===== src/rtl/program_sequencer_pkg.sv =====
// Shared constants for the gamma program sequencer: op classes, FSM states,
// the UPDATE-path control bundle and the retired-count width default.
package gamma_ctrl_pkg;

   localparam int CNT_W_DEF = 16;

   typedef enum logic [2:0] {
      OP_ALU  = 3'd0,
      OP_BR   = 3'd1,
      OP_BRC  = 3'd2,
      OP_JR   = 3'd3,
      OP_CALL = 3'd4,
      OP_HALT = 3'd7
   } op_class_e;

   typedef enum logic [2:0] {
      S_IDLE   = 3'd0,
      S_FETCH  = 3'd1,
      S_DECODE = 3'd2,
      S_UPDATE = 3'd3,
      S_HALT   = 3'd4
   } state_e;

   typedef struct packed {
      logic pc_select;
      logic inc_select;
      logic link_we;
   } pc_ctrl_t;

   function automatic logic is_halt(input logic [2:0] cls);
      return cls == OP_HALT;
   endfunction

endpackage


===== src/rtl/program_sequencer_if.sv =====
// Bundle between the sequencer, instruction memory, decoder and PC datapath.
// master = sequencer side, slave = environment side.
interface program_sequencer_if
   import gamma_ctrl_pkg::*;
#(
   parameter int CNT_W = CNT_W_DEF
);

   logic             Start;
   logic             Mem_ready;
   logic [2:0]       Op_class;
   logic             Cond_true;
   logic             Mem_req;
   logic             IR_load;
   logic             PC_Reset;
   logic             PC_enable;
   logic             PC_select;
   logic             INC_select;
   logic             Link_we;
   logic             Halted;
   logic [CNT_W-1:0] Inst_count;

   modport master (
      input  Start,
      input  Mem_ready,
      input  Op_class,
      input  Cond_true,
      output Mem_req,
      output IR_load,
      output PC_Reset,
      output PC_enable,
      output PC_select,
      output INC_select,
      output Link_we,
      output Halted,
      output Inst_count
   );

   modport slave (
      output Start,
      output Mem_ready,
      output Op_class,
      output Cond_true,
      input  Mem_req,
      input  IR_load,
      input  PC_Reset,
      input  PC_enable,
      input  PC_select,
      input  INC_select,
      input  Link_we,
      input  Halted,
      input  Inst_count
   );

endinterface


===== src/rtl/program_sequencer_decode.sv =====
// pc_ctrl_decode: registered class + condition -> {PC_select, INC_select, Link_we}.
// Link pulse on CALL only with PROGRAM_SEQUENCER_LINK_EN; otherwise CALL == BR.
module pc_ctrl_decode
   import gamma_ctrl_pkg::*;
(
   input  logic [2:0] op_class,
   input  logic       cond,
   output pc_ctrl_t   ctrl
);

   // Classes 5, 6 and anything unlisted fall through to the ALU (PC+1) map.
   always_comb begin
      ctrl.pc_select  = 1'b1;
      ctrl.inc_select = 1'b0;
      ctrl.link_we    = 1'b0;
      unique case (1'b1)
         (op_class == OP_BR): begin
            ctrl.inc_select = 1'b1;
         end
         (op_class == OP_BRC): begin
            ctrl.inc_select = cond;
         end
         (op_class == OP_JR): begin
            ctrl.pc_select = 1'b0;
         end
         (op_class == OP_CALL): begin
            ctrl.inc_select = 1'b1;
`ifdef PROGRAM_SEQUENCER_LINK_EN
            ctrl.link_we = 1'b1;
`else
            ctrl.link_we = 1'b0;
`endif
         end
         default: begin
            ctrl.pc_select = 1'b1;
         end
      endcase
   end

endmodule


===== src/rtl/program_sequencer.sv =====
// program_sequencer: IDLE/FETCH/DECODE/UPDATE/HALT controller, sole PC writer.
// Optional CALL link strobe: define PROGRAM_SEQUENCER_LINK_EN.
module program_sequencer
   import gamma_ctrl_pkg::*;
#(
   parameter int CNT_W = CNT_W_DEF
)(
   input logic                  Clock,
   input logic                  Reset,
   program_sequencer_if.master  bus
);

   state_e           state;
   state_e           state_nxt;
   logic [2:0]       op_q;
   logic             cond_q;
   logic [CNT_W-1:0] cnt_q;
   pc_ctrl_t         dec;

   logic mem_req;
   logic ir_load;
   logic pc_reset;
   logic pc_enable;
   logic pc_select;
   logic inc_select;
   logic link_we;
   logic halted;

   pc_ctrl_decode u_decode (
      .op_class (op_q),
      .cond     (cond_q),
      .ctrl     (dec)
   );

   // State register; reset returns to IDLE from anywhere, beating Start.
   always_ff @(posedge Clock) begin
      if (Reset) begin
         state <= S_IDLE;
      end else begin
         state <= state_nxt;
      end
   end

   // Class/condition captured in DECODE only; counter retires in UPDATE.
   always_ff @(posedge Clock) begin
      if (Reset) begin
         op_q   <= OP_ALU;
         cond_q <= 1'b0;
         cnt_q  <= '0;
      end else begin
         if (state == S_DECODE) begin
            op_q   <= bus.Op_class;
            cond_q <= bus.Cond_true;
         end
         if (state == S_UPDATE) begin
            cnt_q <= cnt_q + CNT_W'(1);
         end
      end
   end

   // Next state and strobes; selects are forced low outside UPDATE.
   always_comb begin
      state_nxt  = state;
      mem_req    = 1'b0;
      ir_load    = 1'b0;
      pc_reset   = 1'b0;
      pc_enable  = 1'b0;
      pc_select  = 1'b0;
      inc_select = 1'b0;
      link_we    = 1'b0;
      halted     = 1'b0;
      unique case (state)
         S_IDLE: begin
            pc_reset = 1'b1;
            if (bus.Start) begin
               state_nxt = S_FETCH;
            end
         end
         S_FETCH: begin
            mem_req = 1'b1;
            ir_load = bus.Mem_ready;
            if (bus.Mem_ready) begin
               state_nxt = S_DECODE;
            end
         end
         S_DECODE: begin
            if (is_halt(bus.Op_class)) begin
               state_nxt = S_HALT;
            end else begin
               state_nxt = S_UPDATE;
            end
         end
         S_UPDATE: begin
            pc_enable  = 1'b1;
            pc_select  = dec.pc_select;
            inc_select = dec.inc_select;
            link_we    = dec.link_we;
            state_nxt  = S_FETCH;
         end
         S_HALT: begin
            halted = 1'b1;
         end
         default: begin
            state_nxt = S_IDLE;
         end
      endcase
   end

   assign bus.Mem_req    = mem_req;
   assign bus.IR_load    = ir_load;
   assign bus.PC_Reset   = pc_reset;
   assign bus.PC_enable  = pc_enable;
   assign bus.PC_select  = pc_select;
   assign bus.INC_select = inc_select;
   assign bus.Link_we    = link_we;
   assign bus.Halted     = halted;
   assign bus.Inst_count = cnt_q;

endmodule


===== src/flat_wrapper.sv =====
// flat-port wrapper written by rule: the top's interface ports become plain ports
module program_sequencer_flat import gamma_ctrl_pkg::*;
#(
   parameter int CNT_W = CNT_W_DEF
)
  (Clock, Reset, bus_Start, bus_Mem_ready, bus_Op_class, bus_Cond_true, bus_Mem_req, bus_IR_load, bus_PC_Reset, bus_PC_enable, bus_PC_select, bus_INC_select, bus_Link_we, bus_Halted, bus_Inst_count);
  program_sequencer_if #(.CNT_W(CNT_W)) bus_i ();
  input logic Clock;
  input logic Reset;
  input wire logic [$bits(bus_i.Start)-1:0] bus_Start;
  input wire logic [$bits(bus_i.Mem_ready)-1:0] bus_Mem_ready;
  input wire logic [$bits(bus_i.Op_class)-1:0] bus_Op_class;
  input wire logic [$bits(bus_i.Cond_true)-1:0] bus_Cond_true;
  output wire logic [$bits(bus_i.Mem_req)-1:0] bus_Mem_req;
  output wire logic [$bits(bus_i.IR_load)-1:0] bus_IR_load;
  output wire logic [$bits(bus_i.PC_Reset)-1:0] bus_PC_Reset;
  output wire logic [$bits(bus_i.PC_enable)-1:0] bus_PC_enable;
  output wire logic [$bits(bus_i.PC_select)-1:0] bus_PC_select;
  output wire logic [$bits(bus_i.INC_select)-1:0] bus_INC_select;
  output wire logic [$bits(bus_i.Link_we)-1:0] bus_Link_we;
  output wire logic [$bits(bus_i.Halted)-1:0] bus_Halted;
  output wire logic [$bits(bus_i.Inst_count)-1:0] bus_Inst_count;
  assign bus_i.Start = bus_Start;
  assign bus_i.Mem_ready = bus_Mem_ready;
  assign bus_i.Op_class = bus_Op_class;
  assign bus_i.Cond_true = bus_Cond_true;
  assign bus_Mem_req = bus_i.Mem_req;
  assign bus_IR_load = bus_i.IR_load;
  assign bus_PC_Reset = bus_i.PC_Reset;
  assign bus_PC_enable = bus_i.PC_enable;
  assign bus_PC_select = bus_i.PC_select;
  assign bus_INC_select = bus_i.INC_select;
  assign bus_Link_we = bus_i.Link_we;
  assign bus_Halted = bus_i.Halted;
  assign bus_Inst_count = bus_i.Inst_count;
  program_sequencer #(.CNT_W(CNT_W)) u_core (.Clock(Clock), .Reset(Reset), .bus(bus_i));
endmodule

===== config.mk =====
export PLATFORM = sky130hd
export DESIGN_NAME = program_sequencer_flat
export DESIGN_NICKNAME = d
export VERILOG_FILES = /design/src/rtl/program_sequencer_pkg.sv /design/src/rtl/program_sequencer_if.sv /design/src/rtl/program_sequencer_decode.sv /design/src/rtl/program_sequencer.sv /design/src/flat_wrapper.sv
export SDC_FILE = /design/constraint.sdc
export NUM_CORES = 1
export LEC_CHECK = 0
export CORE_ASPECT_RATIO = 1.5
export CORE_MARGIN = 1.5
export CORE_UTILIZATION = 27
export CTS_CLUSTER_DIAMETER = 30
export DETAILED_ROUTE_END_ITERATION = 6
export GPL_ROUTABILITY_DRIVEN = 0
export HOLD_SLACK_MARGIN = 0.06
export SYNTH_ARGS = -nofsm -noshare
export SYNTH_HDL_FRONTEND = slang
export SYNTH_SLANG_ARGS = --single-unit

===== constraint.sdc =====
create_clock -name Clock -period 2.4 [get_ports Clock]
set_clock_uncertainty 0.1 [all_clocks]
set_input_delay 0.48 -clock Clock [delete_from_list [all_inputs] [get_ports Clock]]
set_output_delay 0.48 -clock Clock [all_outputs]
set_load 0.01 [all_outputs]

Word-level counts from Yosys, hierarchy flattened
Index checks and enable logic that the tools add are counted.
Word-level totals
  input bits: 8
  bits in registers: 23
  output and inout bits: 24
Operators by class
  multiplexer cells: 13
  equal/unequal tests: 11
  reduce and logical (&&, ||, !) cells: 3
  bitwise operators: 1
  add/sub/neg operators: 1
Operator list (number)
  16-bit by 1-bit adder with 16-bit output (second input constant): 1
  3-bit case mux with 5 select lines: 1
  3-bit by 2-bit == test with 1-bit output (second input constant): 4
  3-bit == test (second input constant): 3
  3-bit two-way mux: 3
  1-bit two-way mux: 8
  3-bit by 1-bit == test with 1-bit output (second input constant): 2
  2-bit != test (second input constant): 2
  3-bit zero test: 1
  3-bit AND reduction: 1
  1-bit case mux with 2 select lines: 1
  2-bit OR reduction: 1
  1-bit inverter: 1

Logic depth before layout (Yosys ltp)
  word-level depth: 4
  gate-level depth with buffers: 6
  gate-level depth less buffers: 5

Hierarchy
Synthesis repeated with hierarchy kept, for this count alone.
Unflattened totals
  cell total of the unflattened synthesis: 128
  area total of the unflattened synthesis: 1116.1 um^2
By module, submodules not included
  program_sequencer: cells each 121, area an instance 1066.0 um^2, times used 1
  pc_ctrl_decode: cells each 7, area an instance 50.0 um^2, times used 1

Worst setup path after synthesis
No wires, ideal clock.
  kind: register -> register
  start: register u_core.cnt_q[2], in the netlist u_core.bus.Inst_count[2]
  end: register u_core.cnt_q[13], in the netlist u_core.bus.Inst_count[13]
  arrival: 1.531 ns
  path buffers: 0
  cell stages (with the launch flop): 5
  library setup time: 0.121 ns
  period minus slack after synthesis: 1.751 ns
  setup slack: 0.649 ns
  data required time: 2.179 ns
  cells stage by stage: dfxtp_1 nand4b_4 nor4_2 nor2b_1 mux2_2
Between the ends
  longest elaborated chain between the ends: 1
Ends and longest elaborated chain
  from (decl): RTL line program_sequencer.sv:17  | logic [CNT_W-1:0] cnt_q;
  from (signal assigned): RTL line program_sequencer.sv:56  | cnt_q <= cnt_q + CNT_W'(1);
  16-bit by 1-bit adder with 16-bit output: RTL line program_sequencer.sv:56
No other way between the ends.
A chain may end at the register's enable or synchronous reset.

Worst setup path in the final report
  start: register u_core.state[2]
  end: output bus_PC_select
Between the ends
  longest elaborated chain between the ends: 2
Ends and longest elaborated chain
  from (decl): RTL line program_sequencer.sv:13  | state_e state;
  from (signal assigned): RTL line program_sequencer.sv:40  | state <= state_nxt;
  3-bit by 2-bit == test with 1-bit output: RTL line program_sequencer.sv:72  | unique case (state)
  1-bit two-way mux: RTL line program_sequencer.sv:72
  to (decl): RTL line flat_wrapper.sv:18  | output wire logic [$bits(bus_i.PC_select)-1:0] bus_PC_select;
No other way between the ends.

==> summary.md <==
| Metric | Value |
|---|---|
| Post-synthesis cell area | 1150 um2 |
| # DRC | 0 |
| Std-Cell Core Area | 3990 um2 |
| Post-route cell area | 1530 um2 |
| GRT overflow | 0 |
| Initial Util | 0.287 |
| Total track usage | 0.110 |
| Number of global-route vias before repair | 1041 |
| Syn avg cell area | 8.62 um2 |
| Placed cell area | 1480 um2 |
| Crit share post-route | 0.941 |
| Setup Total Neg Slack | 0 ns |
| Port bufs | 30 |
| Asr flop ratio synth | 0 |
| Die H | 82.8 um |
| Commonest non-fill, non-tap cell in the layout | clkdlybuf4s50_1 |
| CTS Hold Buffers Added | 0 |
| Root buffer cell | clkbuf_8 |
| CP Launch Point | u_core.state[2] |
| Pwr/cell area | 461 nW/um2 |
| Critical Path AT | 1.68 ns |
| CP startpoint kind | register |
| Clk pin slew, worst setup/hold paths | 0.08 ns |
| Worst R2R Path Depth | 4 |
| Crit path to | bus_PC_select |
| Clock Power Share | 0.340 |
| Critical path's top delay family | buffers and inverters |
| Yosys top cell area share | 0.402 |
| Final net count | 172 |
| Antenna cells | 0 |
| Num Clock Sinks | 23 |
| CP Cell Sequence | nand3b_1, a31oi_1, clkdlybuf4s50_1 |
| NetSw | 162 uW |
| Worst r2r dst | u_core.bus.Inst_count[13] |
| ANT nets after route | 0 |
| Synth cell types | 38 |
| Sequential share of power | 0.568 |
| Vias per cell | 4.94 |
| CTS tree | done |
| Final Max Tran Viols | 0 |
| Flops & latches, synth | 23 |
| I/O pin count | 32 |
| Hold Vio Cnt, Final | 0 |
| WP data required | 1.82 ns |
| DR WL/cell | 11.7 um |
| WL final | 2430 um |
| Final setup viols | 0 |
| Syn nets | 142 |
| Number of clock buffers inserted by TritonCTS | 3 |
| Die W | 56.2 um |
| Die ar. | 4650 um2 |
| CP Buf/Inv Count | 1 |
| Layout Area Growth over Synthesis | 33.1% |
| Hpwl dp | 1930 um |
| Initial antenna violation count | 0 |
| Net Sw Frac | 0.230 |
| CP peak stage delay | 0.56 ns |
| Comb pwr share | 0.092 |
| WP depth | 3 |
| Flop-to-flop setup slack | 0.44 ns |
| Measured slew at the worst slew-check pin | 0.525 ns |
| LEAKAGE | 0.555 nW |
| Largest net degree at the start of global routing | 14 |
| Iter 0 DRT Violations | 13 |
| Status | complete, no violations |
| Most frequent cells in the layout | clkdlybuf4s50_1, nor2_1, dfxtp_1 |
| Yosys warns | 0 |
| Sequential share of the synthesized area | 0.402 |
| Top_reg_cell synth | dfxtp_1 |
| Mapped Cells | 133 |
| CP Max Fanout | 11 |
| Synth area leaders | dfxtp_1, nor2_1, xnor2_1 |
| TritonRoute pass-1 iters | 3 |
| EDFF count, synth | 0 |
| Cell taking the most area after synthesis | dfxtp_1 |
| Clock buffer depth | 2 |
| Crit path max-delay cell type | clkdlybuf4s50_1 |
| Crit path time final | 2.26 ns |
| Worst Setup End Kind | output port |
| Global-route wire length before repair | 4180 um |
| Unrepaired setup endpoints after global routing | no |
| Total internal power | 542 uW |
| Layout cells sized above 1 | 0.0926 |
| MaxCap Viol Count | 0 |
| Clk Latency, worst-skew pair | 0.26 ns |
| Via count | 1022 |
| Peak VDD IR | 0.241 mV |
| Slew HR | 0.647 |
| Worst reg2reg path startpoint | u_core.state[2] |
| Cell Rows | 28 |
| Min-delay worst type | reg2reg |
| H-tree depth | 1 |
| Max Fclk | 443 MHz |
| Crit Path Class | reg2out |
registers in the layout (all words and copies together) (netlist names):
signal / flops
u_core.state: 3
u_core.cond_q: 1
u_core.op_q: 3
u_core.bus.Inst_count: 16
timing repair:
item | 4_1_cts | 5_1_grt
setup endpoints to repair | 3 | 1
setup buffers | 0 | 0
cloned | 0 | 0
resized for setup | 2 | 1
hold endpoints to repair | 0 | 0
cells in the mapped netlist, types with 5 or more instances:
library cell and number:
a21oi_1 5, dfxtp_1 23, inv_1 8, nand2_1 6, nand3_1 8, nor2_1 22, nor3_1 6, xnor2_1 7
layer usage:
metal  track usage  share of wire  vias up
met3        0.0202          0.036        2
met2         0.219           0.56       17
met1         0.109           0.40      489
met5             0              0        -
met4        0.0500         0.0082        0
li1              -              -      514
power groups by stage:
stage	registers (mW)	clock network [mW]	logic (mW)
after floorplan	0.400	0	0.0422
after global placement	0.407	0	0.0642
after detailed placement	0.408	0	0.0656
after CTS	0.400	0.249	0.0660
after global routing	0.401	0.263	0.0699
final	0.400	0.240	0.0646
worst min-delay path by stage:
| stage | startpoint | end | slack [ns] | depth (start not counted) |
|---|---|---|---|---|
| final | u_core.cond_q | u_core.cond_q | 0.40 | 2 |
| after global routing | u_core.bus.Inst_count[12] | u_core.bus.Inst_count[12] | 0.43 | 2 |
| after CTS | u_core.cond_q | u_core.cond_q | 0.40 | 2 |
| after detailed placement | u_core.cond_q | u_core.cond_q | 0.38 | 2 |
| after global placement | u_core.cond_q | u_core.cond_q | 0.37 | 2 |
| after floorplan | u_core.cond_q | u_core.cond_q | 0.35 | 2 |
worst reg2reg max path: stages (launching register included):
cell	delay, ns
dfxtp_1	0.41
nand4b_4	0.24
nor4_2	0.54
nor2b_1	0.22
mux2_2	0.34
through the flow:
stage / util / total power [mW] / instances / setup WS [ns] / hold WS [ns]
CTS: 0.381 / 0.714 / 207 / 0.00210 / 0.400
finish: 0.382 / 0.704 / 207 / 0.142 / 0.398
global placement: 0.369 / 0.472 / 203 / 0.0816 / 0.370
global route: 0.382 / 0.735 / 207 / 0.0270 / 0.430
detailed placement: 0.369 / 0.474 / 203 / 0.00722 / 0.378
floorplan: - / 0.442 / 133 / 0.649 / 0.352
layout make-up:
type                    instances  area [um2]
fillers                       442        2470
multi-input cells              95         613
flip-flops and latches         23         463
repair buffers                 32         318
well taps                      45        56.3
clock buffers                   4        45.0
inverters                       8        30.0
kinds of logic after synthesis:
group,after synthesis,share of synthesized area
AOI/OAI and AO/OA,13,0.0699
xor gates and xnor gates,10,0.0764
adders and majority gates,1,0.0109
buffers and inverters,15,0.0633
DFF,23,0.402
muxes,7,0.0655
other,1,0.00327
and+or+nand+nor,63,0.309
Note: power is estimated with default switching activity, not from simulation.
